===== config.mk =====
export PLATFORM = sky130hd
export DESIGN_NAME = systolic_array_stream
export DESIGN_NICKNAME = d
export VERILOG_FILES = /design/src/rtl/systolic_pkg.sv /design/src/rtl/systolic_array_stream_pe.sv /design/src/rtl/systolic_array_stream.sv
export SDC_FILE = /design/constraint.sdc
export NUM_CORES = 2
export LEC_CHECK = 0
export ABC_AREA = 0
export BUFFER_PORTS_ARGS = -buffer_cell sky130_fd_sc_hd__buf_4
export CORE_AREA = 3 3 464 466
export DETAILED_ROUTE_END_ITERATION = 6
export DIE_AREA = 0 0 467 469
export HOLD_SLACK_MARGIN = 0.06
export PLACE_DENSITY = 0.61
export SYNTH_ARGS = -nofsm -noshare
export SYNTH_HDL_FRONTEND = slang
export SYNTH_SLANG_ARGS = --single-unit

===== constraint.sdc =====
create_clock -name clk -period 55.9 [get_ports clk]
set_input_delay 0 -clock clk [delete_from_list [all_inputs] [get_ports clk]]
set_output_delay 0 -clock clk [all_outputs]
set_load 0.05 [all_outputs]

===== src/rtl/systolic_pkg.sv =====
// Shared definitions for the output-stationary systolic multiplier:
// FSM state encodings, a width helper and the output narrowing function.
package systolic_pkg;

    typedef logic [2:0] state_t;

    localparam state_t S_IDLE  = 3'd0;
    localparam state_t S_FEED  = 3'd1;
    localparam state_t S_FLUSH = 3'd2;
    localparam state_t S_OUT   = 3'd3;
    localparam state_t S_DONE  = 3'd4;

    // Never returns less than 1 so single-entry ranges still get a real bit.
    function automatic int clog2(input int value);
        int r;
        r = 0;
        while ((1 << r) < value) r++;
        return (r < 1) ? 1 : r;
    endfunction

    // Caller keeps the low out_width bits; with sat=0 that is a plain wrap.
    function automatic logic signed [63:0] sat_narrow(input logic signed [63:0] value,
                                                      input int out_width,
                                                      input logic sat);
        logic signed [63:0] hi;
        logic signed [63:0] lo;
        hi = (64'sd1 <<< (out_width - 1)) - 64'sd1;
        lo = -hi - 64'sd1;
        if (sat && (value > hi)) return hi;
        if (sat && (value < lo)) return lo;
        return value;
    endfunction

endpackage


===== src/rtl/systolic_array_stream_pe.sv =====
// One output-stationary processing element: forwards A right and B down
// one cycle later while accumulating their signed product in place.
module systolic_pe_os #(
    parameter int DATA_WIDTH = 8,
    parameter int ACC_WIDTH  = 20
) (
    input  logic                         clk,
    input  logic                         rst,
    input  logic                         clear,
    input  logic                         enable,
    input  logic signed [DATA_WIDTH-1:0] a,
    input  logic signed [DATA_WIDTH-1:0] b,
    output logic signed [DATA_WIDTH-1:0] a_next,
    output logic signed [DATA_WIDTH-1:0] b_next,
    output logic signed [ACC_WIDTH-1:0]  acc
);

    localparam int PROD_WIDTH = 2 * DATA_WIDTH;

    logic signed [PROD_WIDTH-1:0] prod;

    assign prod = PROD_WIDTH'(a) * PROD_WIDTH'(b);

    always_ff @(posedge clk or posedge rst) begin
        if (rst) begin
            a_next <= '0;
            b_next <= '0;
            acc    <= '0;
        end else begin
            a_next <= a;
            b_next <= b;
            if (clear)
                acc <= '0;
            else if (enable)
                acc <= acc + {{(ACC_WIDTH - PROD_WIDTH){prod[PROD_WIDTH-1]}}, prod};
        end
    end

endmodule


===== src/rtl/systolic_array_stream.sv =====
// Streaming NxN output-stationary matrix multiplier: skews operand beats into a
// PE mesh, flushes the wavefront, then emits result rows over valid/ready.
module systolic_array_stream
    import systolic_pkg::*;
#(
    parameter int ARRAY_SIZE = 4,
    parameter int DATA_WIDTH = 8,
    parameter int MAX_K      = 16,
    parameter int ACC_WIDTH  = 20,
    parameter int OUT_WIDTH  = 16
) (
    input  logic                               clk,
    input  logic                               rst,
    input  logic                               start,
    input  logic [clog2(MAX_K+1)-1:0]          k_len,
    input  logic                               cfg_accum,
    input  logic                               cfg_sat,
    output logic                               busy,
    output logic                               done,
    input  logic                               in_valid,
    output logic                               in_ready,
    input  logic [ARRAY_SIZE*DATA_WIDTH-1:0]   in_a_col,
    input  logic [ARRAY_SIZE*DATA_WIDTH-1:0]   in_b_row,
    output logic                               out_valid,
    input  logic                               out_ready,
    output logic [clog2(ARRAY_SIZE)-1:0]       out_row_idx,
    output logic [ARRAY_SIZE*OUT_WIDTH-1:0]    out_row
);

    localparam int N  = ARRAY_SIZE;
    localparam int KW = clog2(MAX_K + 1);
    localparam int RW = clog2(N);
    localparam int FW = clog2(2 * N);

    state_t          state;
    logic [KW-1:0]   k_reg;
    logic            sat_reg;
    logic [KW-1:0]   beat_cnt;
    logic [FW-1:0]   flush_cnt;
    logic [RW-1:0]   row_idx;

    logic            in_fire;
    logic            acc_clear;
    logic            acc_enable;

    logic [N-1:0][N:0][DATA_WIDTH-1:0] a_bus;
    logic [N:0][N-1:0][DATA_WIDTH-1:0] b_bus;
    logic [N-1:0][N-1:0][ACC_WIDTH-1:0] acc_bus;

    logic                 unused_tail;
    logic signed [63:0]   wide;

    assign in_ready    = (state == S_FEED);
    assign out_valid   = (state == S_OUT);
    assign busy        = (state == S_FEED) || (state == S_FLUSH) || (state == S_OUT);
    assign done        = (state == S_DONE);
    assign out_row_idx = row_idx;
    assign in_fire     = in_valid && in_ready;
    assign acc_clear   = (state == S_IDLE) && start && !cfg_accum;
    assign acc_enable  = (state == S_FEED) || (state == S_FLUSH);

    // Control: FLUSH runs 2N-1 cycles so the last beat reaches PE(N-1,N-1).
    always_ff @(posedge clk or posedge rst) begin
        if (rst) begin
            state     <= S_IDLE;
            k_reg     <= '0;
            sat_reg   <= 1'b0;
            beat_cnt  <= '0;
            flush_cnt <= '0;
            row_idx   <= '0;
        end else begin
            case (state)
                S_IDLE: begin
                    if (start) begin
                        k_reg    <= k_len;
                        sat_reg  <= cfg_sat;
                        beat_cnt <= '0;
                        row_idx  <= '0;
                        state    <= (k_len == '0) ? S_OUT : S_FEED;
                    end
                end
                S_FEED: begin
                    if (in_fire) begin
                        beat_cnt <= beat_cnt + KW'(1);
                        if ((beat_cnt + KW'(1)) == k_reg) begin
                            flush_cnt <= '0;
                            state     <= S_FLUSH;
                        end
                    end
                end
                S_FLUSH: begin
                    if (flush_cnt == FW'(2 * N - 2))
                        state <= S_OUT;
                    else
                        flush_cnt <= flush_cnt + FW'(1);
                end
                S_OUT: begin
                    if (out_ready) begin
                        if (row_idx == RW'(N - 1)) begin
                            row_idx <= '0;
                            state   <= S_DONE;
                        end else begin
                            row_idx <= row_idx + RW'(1);
                        end
                    end
                end
                S_DONE:  state <= S_IDLE;
                default: state <= S_IDLE;
            endcase
        end
    end

    // Lane i is delayed i cycles so operands of one beat meet on the anti-diagonal.
    for (genvar gi = 0; gi < N; gi++) begin : g_skew
        logic signed [DATA_WIDTH-1:0] a_feed;
        logic signed [DATA_WIDTH-1:0] b_feed;

        assign a_feed = in_fire ? in_a_col[gi*DATA_WIDTH +: DATA_WIDTH] : '0;
        assign b_feed = in_fire ? in_b_row[gi*DATA_WIDTH +: DATA_WIDTH] : '0;

        if (gi == 0) begin : g_direct
            assign a_bus[0][0] = a_feed;
            assign b_bus[0][0] = b_feed;
        end else begin : g_delay
            logic signed [DATA_WIDTH-1:0] a_dly [gi];
            logic signed [DATA_WIDTH-1:0] b_dly [gi];

            always_ff @(posedge clk or posedge rst) begin
                if (rst) begin
                    for (int d = 0; d < gi; d++) begin
                        a_dly[d] <= '0;
                        b_dly[d] <= '0;
                    end
                end else begin
                    a_dly[0] <= a_feed;
                    b_dly[0] <= b_feed;
                    for (int d = 1; d < gi; d++) begin
                        a_dly[d] <= a_dly[d-1];
                        b_dly[d] <= b_dly[d-1];
                    end
                end
            end

            assign a_bus[gi][0] = a_dly[gi-1];
            assign b_bus[0][gi] = b_dly[gi-1];
        end
    end

    for (genvar gi = 0; gi < N; gi++) begin : g_row
        for (genvar gj = 0; gj < N; gj++) begin : g_col
            systolic_pe_os #(
                .DATA_WIDTH (DATA_WIDTH),
                .ACC_WIDTH  (ACC_WIDTH)
            ) u_pe (
                .clk    (clk),
                .rst    (rst),
                .clear  (acc_clear),
                .enable (acc_enable),
                .a      (a_bus[gi][gj]),
                .b      (b_bus[gi][gj]),
                .a_next (a_bus[gi][gj+1]),
                .b_next (b_bus[gi+1][gj]),
                .acc    (acc_bus[gi][gj])
            );
        end
    end

    // Operands leaving the right and bottom edges of the mesh go nowhere.
    always_comb begin
        unused_tail = 1'b0;
        for (int i = 0; i < N; i++)
            unused_tail = unused_tail ^ (^a_bus[i][N]) ^ (^b_bus[N][i]);
    end

    always_comb begin
        out_row = '0;
        wide    = '0;
        if (state == S_OUT) begin
            for (int j = 0; j < N; j++) begin
                wide = {{(64 - ACC_WIDTH){acc_bus[row_idx][j][ACC_WIDTH-1]}}, acc_bus[row_idx][j]};
                out_row[j*OUT_WIDTH +: OUT_WIDTH] = OUT_WIDTH'(sat_narrow(wide, OUT_WIDTH, sat_reg));
            end
        end
    end

endmodule


## Word level (Yosys, flattened, before mapping)

Cells that the tools add are included.

| cells by class | value |
|---|---|
| reductions and logical operators | 25 |
| mux-type cells | 98 |
| eq/ne operators | 14 |
| add/subtract/negate cells | 19 |
| order comparisons | 9 |
| $mul | 16 |

Operators by type and width:

| kind | count |
|---|---|
| 20-bit two-way mux | 32 |
| 20-bit adder | 16 |
| 8-bit by 8-bit multiplier with 16-bit output | 16 |
| 16-bit two-way mux | 16 |
| 80-bit binary-select mux with 2-bit select | 1 |
| 20-bit by 16-bit > comparator with 1-bit output, second input constant | 4 |
| 20-bit by 16-bit less-than comparator with 1-bit output, second input constant | 4 |
| 80-bit two-way mux | 1 |
| 64-bit two-way mux | 1 |
| 8-bit two-way mux | 8 |
| 3-bit two-way mux | 9 |
| 1-bit two-way mux | 20 |
| 3-bit one-hot mux with 4 select lines | 1 |
| 1-bit logical AND | 11 |
| 5-bit two-way mux | 2 |
| 2-bit by 1-bit != test with 1-bit output, second input constant | 5 |
| 5-bit one-hot mux with 2 select lines | 1 |
| 2-bit two-way mux | 4 |
| 2-bit nonzero test | 4 |
| 3-bit by 2-bit == test with 1-bit output, second input constant | 2 |
| 3-bit == test, second input constant | 2 |
| 3-bit one-hot mux with 2 select lines | 1 |
| 3-bit AND reduction | 2 |
| 6-bit AND reduction | 1 |
| 15 further kinds | 17 |

| word-level totals | value |
|---|---|
| word-level logic and storage cells | 239 |
| input port bits | 76 |
| bits in registers | 627 |
| output and inout bits | 70 |

## Depth between registers and ports, before layout

| logic depth | value |
|---|---|
| depth after elaboration | 11 |
| depth in mapped cells | 35 |
| gate-level depth less buffers | 32 |

## Cells and area by module

Synthesis repeated with hierarchy kept, for this count alone.

| unflattened totals | value |
|---|---|
| cell total of the unflattened synthesis | 8390 |
| area total of the unflattened synthesis | 80857.5 µm² |

By module, submodules not included:

| module | cells each | instances | area each (µm²) | sequential area each (µm²) |
|---|---|---|---|---|
| systolic_pe_os at g_row[0].g_col[0].u_pe ... | 495 | 5 | 4636.9 | 900.9 |
| systolic_pe_os at g_row[1].g_col[2].u_pe ... | 493 | 4 | 4645.7 | 900.9 |
| systolic_pe_os at g_row[2].g_col[3].u_pe ... | 490 | 4 | 4608.2 | 900.9 |
| systolic_array_stream | 488 | 1 | 6666.4 | 2877.8 |
| systolic_pe_os at g_row[1].g_col[1].u_pe | 500 | 1 | 4677.0 | 900.9 |
| systolic_pe_os at g_row[3].g_col[3].u_pe | 502 | 1 | 4669.5 | 900.9 |
| systolic_pe_os at g_row[2].g_col[2].u_pe | 493 | 1 | 4644.5 | 900.9 |

## Least setup slack after synthesis

OpenSTA, ideal clock, no wires.

| path | value |
|---|---|
| kind | reg-to-reg |
| start point | reg state[1] |
| end point | reg g_row[0].g_col[0].u_pe.acc[19] |
| setup slack | 49.447 ns |
| stages on the path, launching flop included | 29 |
| period minus slack after synthesis | 6.453 ns |
| setup time | 0.125 ns |
| buffers on the path | 3 |
| data required time | 55.775 ns |
| data arrival time | 6.327 ns |
| path through | dfrtp_1 -> clkbuf_1 -> nor2_1 -> and2_1 -> clkbuf_1 -> and3_1 -> clkbuf_1 -> nand2_1 -> fa_1 -> fa_1 -> fa_1 -> inv_1 -> fa_1 -> ha_1 -> and2_1 -> a22o_1 -> a311o_1 -> a21o_1 -> and2_1 -> inv_1 -> ha_1 -> a21oi_1 -> and2_1 -> o211ai_1 -> nand2_1 -> nand4b_1 -> nand3_1 -> a21oi_1 -> mux2i_1 |

RTL lines:

| what | line | RTL |
|---|---|---|
| start, declared | systolic_array_stream.sv:35 | `state_t state;` |
| start signal, assigned | systolic_array_stream.sv:79 | `state <= (k_len == '0) ? S_OUT : S_FEED;` |
| end signal, assigned | systolic_array_stream_pe.sv:35 | `acc <= acc + {{(ACC_WIDTH - PROD_WIDTH){prod[PROD_WIDTH-1]}}, prod};` |
| end, declared | systolic_array_stream_pe.sv:15 | `output logic signed [ACC_WIDTH-1:0] acc` |

## Final worst setup path

| path | value |
|---|---|
| start point | reg state[2] |
| end point | reg g_row[0].g_col[0].u_pe.acc[19] |

| on the way | value |
|---|---|
| longest elaborated chain between the ends | 7 |
| elaborated cells between the ends (all ways) | 14 |
| classes of those cells | add/sub (1); mul (1); eq/ne (2); mux (4); reduce/logical (6) |

RTL lines:

| what | line | RTL |
|---|---|---|
| 3-bit by 1-bit == test with 1-bit output | systolic_array_stream.sv:53, systolic_array_stream.sv:60 |  |
| 1-bit logical AND | systolic_array_stream.sv:58 | `assign in_fire = in_valid && in_ready;` |
| 8-bit two-way mux (on tied branches) | systolic_array_stream.sv:118, systolic_array_stream.sv:119 |  |
| 8-bit by 8-bit multiplier with 16-bit output | systolic_array_stream_pe.sv:22 | `assign prod = PROD_WIDTH'(a) * PROD_WIDTH'(b);` |
| 20-bit adder | systolic_array_stream_pe.sv:35 |  |
| 20-bit two-way mux | systolic_array_stream_pe.sv:34 | `else if (enable)` |
| 20-bit two-way mux | systolic_array_stream_pe.sv:32 | `if (clear)` |

Several ways; a longest one is shown, not always the timed one. The select of a mux whose other input is x is not followed.
A chain may end at the register's enable or synchronous reset.

==> out/results.tsv <==
stage	metric	value	unit
run_status	status	complete, no violations	
timing	hold_viol	0	
finish	area_growth	12.2	%
pwr	p_int	1.43	mW
floorplanning	num_io_pins	146	
synth	synth_area_leaders	fa_1 (24%), dfrtp_1 (21%), ha_1 (13%)	
finish	fin_cells	10868	
pwr	total_power	2.68	mW
synth	ys_warn_count	0	
drt	drt-initial-drc-count	3359	
synth	synthesis.area	0.0740	mm^2
placement	dp.cells	10539	
floorplanning	die_height	469	um
setup_path	cp.depth	26	
drt	drc	0	
drt	drt.antenna.violating_nets	0	
pwr	irDropWorstVdd	0.0000427	V
finish	n_fill_cell	20676	
setup_path	cp.arrival	8460	ps
setup_path	cpMostUsedCell	fa_1	
clock_tree	cts_root_buffer	clkbuf_16	
placement	dp_hpwl	155000	um
grt	grt_pass1_vias	57784	
timing	rsz0062_at_grt	false	
synth	ys_top_cells_by_count	inv_1 (1189), fa_1 (896), ha_1 (773)	
clock_tree	htreeDepth	3	
clock_tree	post_cts_resized	0	
grt	grt_max_degree	151	
timing	slew_headroom	21.4	%
pwr	powerDensity	32.3	mW/mm^2
job	max-cap-violations	0	
pwr	sw_frac_of_total	46.8	%
floorplanning	start_util	35.0	%
synth	postSynth.asyncResetShare	100	%
grt	overflow	0	
setup_path	endpoint_kind	flip-flop	
grt	grt_pass1_wl	316000	um
pwr	p_comb_share	50.0	%
clock_tree	cts.clk_slew.worst_paths	60	ps
floorplanning	rows	169	
setup_path	worst_r2r_path_depth	26	
drt	drt-total-wl	194000	um
timing	finalWorstPathRequiredPeriod	7890	ps
worst_hold_path	holdCritPathClass	input port to flip-flop	
synth	ys_seq_area_share	21.2	%
finish	fin_nets	9722	
timing	worst_pin_slew	1180	ps
synth	synth_top_area_share	24.2	%
finish	largest_reg_flops	320	
clock_tree	post_cts_buffers	0	
grt	grtUsageTotal	18.0	%
timing	setup_viol	0	
setup_path	required	56470	ps
timing	fmaxAchievable	0.127	GHz
synth	synth.distinct_cells	84	
drt	via_per_inst	5.03	
synth	synth_enable_flop_cells	0	
setup_path	cp_top_family	adder cells	
pwr	power.leakage	40.2	nW
pwr	switching_power	1.26	mW
setup_path	crit_slowest_cell	fa_1	
clock_tree	clk_path_buf_depth	3	
setup_path	worst-path-buf-inv	3	
drt	first_pass_iters	6	
finish	drive_above_1_share	5.71	%
finish	reg_top3	g_row.g_col.u_pe.acc: 320 flops, g_row.g_col.u_pe.a_next: 96 flops, g_row.g_col.u_pe.b_next: 96 flops	
finish	fin_area	0.0830	mm^2
synth	syn-num-nets	9440	
synth	syn-mean-instance-area	9.62	um^2
synth	yosysMostFrequentCell	inv_1	
pwr	power_frac_seq	28.5	%
timing	whs	134	ps
clock_tree	cts.sinks	627	
clock_tree	cts_tree	yes	
placement	io_buffers	145	
synth	syn_inst	7695	
clock_tree	insertion_delay	700	ps
pwr	power_frac_clock	21.5	%
placement	placed_cell_area	0.0784	mm^2
synth	yosysTopAreaCell	fa_1	
setup_path	start_kind	flip-flop	
finish	regMostFlops	g_row.g_col.u_pe.acc	
setup_path	critPathMaxFanout	48	
grt	antenna_found_initial	6	
drt	drt-wirelength-per-cell	17.8	um
synth	ys.flop_type	dfrtp_1	
drt	vias	54651	
floorplanning	core	0.212	mm^2
timing	maxSlewViolCount	0	
synth	ys_ff_latch	627	
timing	min_period_over_period	14.1	%
placement	routabilityCongestion	0.868	
timing	clock-skew-final	28.1	ps
floorplanning	dieArea	0.219	mm^2
timing	setup_tns	0	ps
setup_path	path_class	flip-flop to flip-flop	
worst_hold_path	hold_depth	3	
clock_tree	numCtsBuffers	81	
clock_tree	holdBufCountCts	176	
floorplanning	die_w	467	um
setup_path	slowest_delay	740	ps
==> power groups by stage <==
stage | sequential [mW] | clock (mW) | combinational [mW]
floorplan | 0.659 | 0 | 0.995
global placement | 0.766 | 0 | 1.29
detailed placement | 0.770 | 0 | 1.33
CTS | 0.764 | 0.590 | 1.35
global route | 0.782 | 0.607 | 1.49
finish | 0.766 | 0.575 | 1.34
==> final timing paths <==
check                      slack [ps]                               end                        start
hold reg to reg                   330                        a_bus[124]  g_skew[3].g_delay.a_dly[12]
setup reg to reg                48010    g_row[0].g_col[0].u_pe.acc[19]                     state[2]
min in group asynchronous         630                          k_reg[3]                          rst
max in group asynchronous       52170     g_row[3].g_col[2].u_pe.acc[5]                          rst
hold / removal                    130  g_row[0].g_col[0].u_pe.a_next[7]                     in_valid
setup / recovery                48010    g_row[0].g_col[0].u_pe.acc[19]                     state[2]
==> routing by layer <==
layer | up-vias | track usage [%] | wire [um] | share of wire [%]
li1 | 25745 | - | - | -
met1 | 27509 | 24.2 | 85800 | 44
met2 | 1178 | 30.5 | 92900 | 48
met3 | 219 | 2.37 | 9460 | 4.9
met4 | 0 | 4.94 | 5530 | 2.9
met5 | - | 0 | 0 | 0
==> through the flow <==
step	util, %	setup WS [ps]
final	39.2	48010
after global placement	37.0	48220
after detailed placement	37.0	48040
after global routing	39.2	47470
after floorplan	-	38340
after CTS	39.2	48030
==> cells by family after synthesis <==
group | Yosys count | share of synthesized area, %
simple gates | 2145 | 14.9
xor+xnor | 510 | 6.04
fa+ha+maj | 1669 | 37.3
mux | 100 | 2.72
compound gates | 1305 | 11.1
flops | 627 | 21.2
buf+inv | 1339 | 6.79
==> cells in the final DEF, fill, tap and decap left out, types with 24 or more instances in the layout <==
master / count
inv_1: 1188
nand2_1: 683
a21o_1: 137
nand3_1: 74
ha_1: 773
buf_4: 172
nand2b_1: 163
o21ai_0: 362
dlygate4sd3_1: 176
and3_1: 101
a211oi_1: 31
o21ai_1: 25
xor2_1: 168
nor2b_1: 41
or3_1: 35
nor2_1: 248
and2_1: 618
nor3_1: 81
o31ai_1: 25
a21oi_1: 372
xnor2_1: 342
o21bai_1: 62
clkbuf_16: 82
dfrtp_1: 625
a22o_1: 56
mux4_2: 80
fa_1: 896
o21a_1: 37
a31oi_1: 24
==> worst min-delay path: cells and delay by family <==
kind / cells / cell delay (ps)
and+or+nand+nor: 1 / 210
buffers and inverters: 2 / 560
==> layout make-up <==
cell class | instances | area, um^2 | share of cell area, %
multi-input cells | 5729 | 53300 | 64.3
clock inverters | 50 | 722 | 0.870
well taps | 2821 | 3530 | 4.25
diodes | 3 | 7.51 | 0.00904
flip-flops and latches | 627 | 15700 | 18.9
clock buffers | 100 | 2160 | 2.60
inverters | 1189 | 4470 | 5.39
repair buffers | 349 | 3070 | 3.70
No activity file was read; power rests on OpenSTA's default activity.
